## config.mk

```make
export PLATFORM = sky130hd
export DESIGN_NAME = key_bus_encoder
export DESIGN_NICKNAME = d
export VERILOG_FILES = /design/src/rtl/key_bus_encoder_pkg.sv /design/src/rtl/key_bus_encoder_debounce.sv /design/src/rtl/key_bus_encoder.sv
export SDC_FILE = /design/constraint.sdc
export NUM_CORES = 1
export LEC_CHECK = 0
export CORE_ASPECT_RATIO = 1.5
export CORE_UTILIZATION = 45
export DETAILED_ROUTE_END_ITERATION = 8
export DONT_BUFFER_PORTS = 1
export GPL_ROUTABILITY_DRIVEN = 0
export GPL_TIMING_DRIVEN = 0
export HOLD_SLACK_MARGIN = 0.12
export PLACE_DENSITY = 0.72
export SLEW_MARGIN = 5
export SYNTH_ARGS = -nofsm -noshare
export SYNTH_HDL_FRONTEND = slang
export SYNTH_HIERARCHICAL = 1
export SYNTH_SLANG_ARGS = --single-unit
```

## constraint.sdc

```tcl
create_clock -name clk -period 2.1 [get_ports clk]
set_input_delay 0.21 -clock clk [delete_from_list [all_inputs] [get_ports clk]]
set_output_delay 0.21 -clock clk [all_outputs]
set_load 0.05 [all_outputs]
```

## src/rtl/key_bus_encoder_pkg.sv

```systemverilog
// ---------------------------------------------------------------------------
// key_bus_encoder_pkg
// Shared definitions for the key-to-note-bus encoder: field widths, the
// busline bit-slice layout (which must match the LED decoder), the octave
// state codes and a small lowest-set-bit helper for the note field.
// ---------------------------------------------------------------------------
package key_bus_encoder_pkg;

    // Field widths of the note bus
    localparam int NOTE_W = 7;
    localparam int OCT_W  = 3;
    localparam int BUS_W  = NOTE_W + OCT_W;

    // busline layout: [9:3] one-hot note, [2:0] one-hot octave
    localparam int NOTE_LSB = OCT_W;
    localparam int NOTE_MSB = BUS_W - 1;
    localparam int OCT_LSB  = 0;
    localparam int OCT_MSB  = OCT_W - 1;

    // Debounce counter width; wide enough for DEBOUNCE_CYCLES up to 2^21-1
    localparam int DEB_CNT_W = 21;

    // Octave states double as the one-hot octave field of the bus
    typedef enum logic [OCT_W-1:0] {
        OCT_LOW  = 3'b001,
        OCT_MID  = 3'b010,
        OCT_HIGH = 3'b100
    } octave_e;

    // Keep only the lowest set bit: x & (two's complement of x)
    function automatic logic [NOTE_W-1:0] lowest_note(input logic [NOTE_W-1:0] sw);
        return sw & (~sw + {{(NOTE_W-1){1'b0}}, 1'b1});
    endfunction

endpackage

```

## src/rtl/key_bus_encoder_debounce.sv

```systemverilog
// ---------------------------------------------------------------------------
// key_bus_encoder_debounce
// Two-flop synchronizer followed by a counter debouncer for one raw,
// asynchronous switch or button.  The debounced level only follows the
// synchronized input after it has disagreed for DEBOUNCE_CYCLES consecutive
// cycles; any cycle of agreement restarts the count.
//
// Ports:
//   clk   - system clock, rising edge
//   rst   - synchronous active-high reset (clears all state to released)
//   raw   - raw asynchronous input
//   level - debounced, synchronous level
// ---------------------------------------------------------------------------
module key_bus_encoder_debounce
    import key_bus_encoder_pkg::*;
#(
    parameter int DEBOUNCE_CYCLES = 2000000
)
(
    input  logic clk,
    input  logic rst,
    input  logic raw,
    output logic level
);

    // The count that completes a run of DEBOUNCE_CYCLES disagreeing samples
    localparam logic [DEB_CNT_W-1:0] CNT_LAST = DEB_CNT_W'(DEBOUNCE_CYCLES - 1);

    logic                 sync_a;
    logic                 sync_b;
    logic [DEB_CNT_W-1:0] count;

    // Metastability guard for the asynchronous input
    always_ff @(posedge clk) begin
        if (rst) begin
            sync_a <= 1'b0;
            sync_b <= 1'b0;
        end else begin
            sync_a <= raw;
            sync_b <= sync_a;
        end
    end

    // A one-bit input that disagrees with level is necessarily stable at the
    // opposite value, so counting disagreement cycles counts a stable run.
    always_ff @(posedge clk) begin
        if (rst) begin
            count <= '0;
            level <= 1'b0;
        end else if (sync_b == level) begin
            count <= '0;
        end else if (count == CNT_LAST) begin
            level <= sync_b;
            count <= '0;
        end else begin
            count <= count + DEB_CNT_W'(1);
        end
    end

endmodule

```

## src/rtl/key_bus_encoder.sv

```systemverilog
// ---------------------------------------------------------------------------
// key_bus_encoder
// Turns seven note switches and two octave push buttons into a registered
// 10-bit note bus for the LED decoder.  Every raw input is synchronized and
// debounced; the note field carries the lowest-index pressed note, the
// octave field carries the one-hot state of a saturating LOW/MID/HIGH FSM.
//
// Ports:
//   clk          - system clock, rising edge
//   rst          - synchronous active-high reset
//   note_sw      - raw note switches, bit k = note k+1 (do .. si)
//   oct_up_btn   - raw octave-up button
//   oct_down_btn - raw octave-down button
//   busline      - [9:3] one-hot note, [2:0] one-hot octave (registered)
//   note_valid   - registered, high while a note is present on the bus
//   note_change  - registered one-cycle pulse when busline takes a new value
// ---------------------------------------------------------------------------
module key_bus_encoder
    import key_bus_encoder_pkg::*;
#(
    parameter int DEBOUNCE_CYCLES = 2000000
)
(
    input  logic              clk,
    input  logic              rst,
    input  logic [NOTE_W-1:0] note_sw,
    input  logic              oct_up_btn,
    input  logic              oct_down_btn,
    output logic [BUS_W-1:0]  busline,
    output logic              note_valid,
    output logic              note_change
);

    logic [NOTE_W-1:0] note_level;
    logic              up_level;
    logic              down_level;
    logic              up_prev;
    logic              down_prev;
    logic              up_rise;
    logic              down_rise;
    octave_e           oct_state;
    octave_e           oct_next;
    logic [NOTE_W-1:0] note_next;
    logic [BUS_W-1:0]  bus_next;

    // One debouncer per note switch
    for (genvar k = 0; k < NOTE_W; k++) begin : g_note_deb
        key_bus_encoder_debounce #(
            .DEBOUNCE_CYCLES (DEBOUNCE_CYCLES)
        ) u_note_deb (
            .clk   (clk),
            .rst   (rst),
            .raw   (note_sw[k]),
            .level (note_level[k])
        );
    end

    key_bus_encoder_debounce #(
        .DEBOUNCE_CYCLES (DEBOUNCE_CYCLES)
    ) u_up_deb (
        .clk   (clk),
        .rst   (rst),
        .raw   (oct_up_btn),
        .level (up_level)
    );

    key_bus_encoder_debounce #(
        .DEBOUNCE_CYCLES (DEBOUNCE_CYCLES)
    ) u_down_deb (
        .clk   (clk),
        .rst   (rst),
        .raw   (oct_down_btn),
        .level (down_level)
    );

    // Octave state and the previous debounced button levels for edge detect
    always_ff @(posedge clk) begin
        if (rst) begin
            oct_state <= OCT_MID;
            up_prev   <= 1'b0;
            down_prev <= 1'b0;
        end else begin
            oct_state <= oct_next;
            up_prev   <= up_level;
            down_prev <= down_level;
        end
    end

    // Only rising edges step the octave, so a held button moves it once.
    // Simultaneous up and down edges cancel out.
    always_comb begin
        up_rise   = up_level & ~up_prev;
        down_rise = down_level & ~down_prev;
        oct_next  = oct_state;
        if (up_rise && !down_rise) begin
            case (oct_state)
                OCT_LOW: oct_next = OCT_MID;
                OCT_MID: oct_next = OCT_HIGH;
                default: oct_next = OCT_HIGH;
            endcase
        end else if (down_rise && !up_rise) begin
            case (oct_state)
                OCT_HIGH: oct_next = OCT_MID;
                OCT_MID:  oct_next = OCT_LOW;
                default:  oct_next = OCT_LOW;
            endcase
        end
    end

    // Next bus value; the octave field uses oct_next so it stays equal to the
    // registered state once both are clocked.
    always_comb begin
        note_next                   = lowest_note(note_level);
        bus_next                    = '0;
        bus_next[NOTE_MSB:NOTE_LSB] = note_next;
        bus_next[OCT_MSB:OCT_LSB]   = oct_next;
    end

    // Registered outputs; note_change flags the cycle the new value appears
    always_ff @(posedge clk) begin
        if (rst) begin
            busline     <= {{NOTE_W{1'b0}}, OCT_MID};
            note_valid  <= 1'b0;
            note_change <= 1'b0;
        end else begin
            busline     <= bus_next;
            note_valid  <= |note_next;
            note_change <= (bus_next != busline);
        end
    end

endmodule

```

==> impl_metrics.ini <==
[run]
maxCapViolCount = 0

[worst_setup_path]
required_ns = 2.48
worstReg2RegStart = g_note_deb[0].u_note_deb/level
crit_arrival_ns = 2.34
start_kind = flop
end_kind = flop
r2r_cells = 5
path_class = reg2reg
cp_max_fo = 9
r2r-end = note_change
ff2ff_setup_slack_ns = 0.13

[sta]
max_freq_mhz = 509
relSlewSlack = 0.555
timing.final.crit_period_ns = 1.97
timing.final.crit_share = 0.936
worst_pin_slew_ns = 0.667
skew_ns = 0.0102
setup_tns_ns = 0
slew_violations = 0
rsz0062_at_grt = no
hold_violations = 0
setup_viol_count_final = 0

[drt]
dr.pass1.iters = 4
vias = 8085
viasPerCell = 5.52
drt_first_iter_violations = 344
drc_errors = 0
drtAntennaViolNets = 0
wire_per_inst_um = 13.4
drt-total-wl_mm = 19.6

[global_routing]
grt_pass1_vias = 7794
gr-total-overflow = 0
grt_start_max_net_pins = 52
antenna_found_initial = 0
grt_pass1_wl_mm = 34.3
grtUsageTotal = 0.168

[synthesis]
synth-main-ff-cell = dfxtp_1
async_flop_share = 0
ys_seq_area_frac = 0.441
synth.top_cell.area_share = 0.441
synth-edff-count = 0
yosys-top-cells-area = dfxtp_1, xor2_1, nor2_1
synth_area_um2 = 10400
syn_inst = 1134
yosys.area.top_type = dfxtp_1
syn_nets = 1154
syn_avg_cell_area_um2 = 9.20
ys_ff_latch = 230
synth.distinct_cells = 48
synth_warnings = 6

[min_path]
min_path_cells = 2
min_to = g_note_deb[4].u_note_deb/sync_a
min_from = note_sw[4]
min_path_type = in2reg

[status]
status = completed

[power]
total_power_w = 0.00867
ir_drop_v = 0.000621
power_density_nw_per_um2 = 741
p_leak_nw = 3.92

[clock_network]
htreeDepth = 1
cts_tree = built
clock-sinks = 230
clkLatencyLatePin_ns = 0.51
clockBufferDepth = 3
cts_root_buf = clkbuf_16
cts_buffers = 24
clk_pin_slew_ns = 0.06
cts_setup_buffers = 0

[floorplanning]
core_region_area_um2 = 22600
initial_utilization = 0.463
fp-row-count = 67
die_area_um2 = 23800
dieHeight_um = 189
die_w_um = 126
io_pins = 23

[layout]
drive_above_1_share = 0.127
fillCellCount = 2050
nets = 1193
diodes = 0
areaGrowthSynthToFinish_pct = 12.1

[placement]
post-dp-hpwl_mm = 13.5
io_buffers = 0
==> state kept, by name, indices dropped and copies added, names as in the netlist, 2 cells and up <==
| signal | cells |
|---|---|
| g_note_deb.u_note_deb/sync_b | 7 |
| g_note_deb.u_note_deb/level | 7 |
| g_note_deb.u_note_deb/sync_a | 7 |
| g_note_deb.u_note_deb/count | 147 |
| oct_state | 2 |
| u_up_deb/count | 21 |
| busline | 8 |
| u_down_deb/count | 21 |
==> cells in the mapped netlist (19+ instances only) <==
| cell | n |
|---|---|
| or4_1 | 19 |
| inv_1 | 38 |
| xnor2_1 | 36 |
| xor2_1 | 82 |
| buf_4 | 27 |
| nor3_1 | 21 |
| nand3_1 | 64 |
| dfxtp_1 | 230 |
| nand4_1 | 36 |
| o21ai_0 | 48 |
| a21oi_1 | 58 |
| nor2_1 | 144 |
| nand2_1 | 39 |
| or3_1 | 45 |
| and3_1 | 19 |
| nor2b_1 | 23 |
==> layout by cell type, fill, tap and decap left out, types with 10 or more instances in the layout <==
cell type        n
buf_4           27
nor3_1          21
and4_2          18
nor3b_1         12
clkbuf_16       25
nor2_1         144
nor2b_1         23
xnor2_1         36
o21ai_0         48
and4b_1         10
nand4_1         36
nand2b_1        12
or3_1           45
and3_1          19
o31ai_1         18
or4_1           19
inv_1           38
dfxtp_1        230
and4_1          18
nand3_1         64
a21oi_1         58
dlygate4sd3_1   12
xor2_1          82
nand2_1         39
==> what timing repair did <==
item,in CTS,in global routing
endpoints found under the hold margin,199,0
gates resized for setup,0,0
hold buffers,13,0
endpoints found under the setup margin,0,0
==> power by group <==
part | switching [W] | leakage (nW) | internal [W]
Combinational | 0.0000667 | 1.68 | 0.0000518
Clock | 0.00172 | 0.385 | 0.00243
Sequential | 0.0000131 | 1.86 | 0.00438
Total | 0.00180 | 3.92 | 0.00687
==> logic make-up (layout without fill, tap and decap cells) <==
kind of cell	after synthesis	after routing	synth area share
flops	230	230	0.441
xor+xnor	118	118	0.0990
simple gates	541	541	0.317
mux	1	1	0.000959
fa+ha+maj	9	9	0.0108
compound gates	169	169	0.0974
buf+inv	66	122	0.0335
==> per-layer routing <==
metal  vias to the layer above  routed length, µm  track usage
met5                         -                  0            0
met4                         0                330       0.0473
met3                        28                881       0.0346
met2                        84               9840        0.313
met1                      3838               8590        0.191
li1                       4135                  -            -
==> worst max path at each step <==
| stage | start | cells after the start | slack, ns | end |
|---|---|---|---|---|
| 4_1_cts | g_note_deb[0].u_note_deb/level | 5 | 0.14 | note_change |
| 2_1_floorplan | g_note_deb[0].u_note_deb/level | 5 | 0.31 | note_change |
| 3_3_place_gp | g_note_deb[0].u_note_deb/level | 5 | 0.17 | note_change |
| 6_report | g_note_deb[0].u_note_deb/level | 5 | 0.13 | note_change |
| 3_5_place_dp | g_note_deb[0].u_note_deb/level | 5 | 0.16 | note_change |
| 5_1_grt | g_note_deb[0].u_note_deb/level | 5 | 0.05 | note_change |
==> final cells by class <==
type | instances | area (µm²) | share of cell area
plain buffers | 28 | 206 | 0.0176
clock buffers | 31 | 688 | 0.0588
inverters | 38 | 143 | 0.0122
clock inverters | 12 | 92.6 | 0.00791
multi-input cells | 838 | 5480 | 0.468
well taps | 276 | 345 | 0.0295
repair buffers | 13 | 140 | 0.0120
flip-flops and latches | 230 | 4600 | 0.393
==> critical path: stages, from the launching register on <==
cell and delay (ns):
dfxtp_1 0.40, or3_4 0.45, or4_1 0.47, a21oi_1 0.13, nor4_1 0.08, a211o_1 0.31
==> stage by stage <==
stage | worst slack, ns | utilization | hold slack, ns | instance area, µm² | cells
final | 0.135 | 0.519 | 0.370 | 11700 | 1466
after global routing | 0.0539 | 0.519 | 0.368 | 11700 | 1466
after CTS | 0.139 | 0.519 | 0.344 | 11700 | 1466
after detailed placement | 0.161 | 0.478 | 0.292 | 10800 | 1410
after global placement | 0.173 | 0.478 | 0.286 | 10800 | 1410
after floorplan | 0.310 | - | 0.282 | 10400 | 1134
Note: power is estimated with default switching activity, not from simulation.
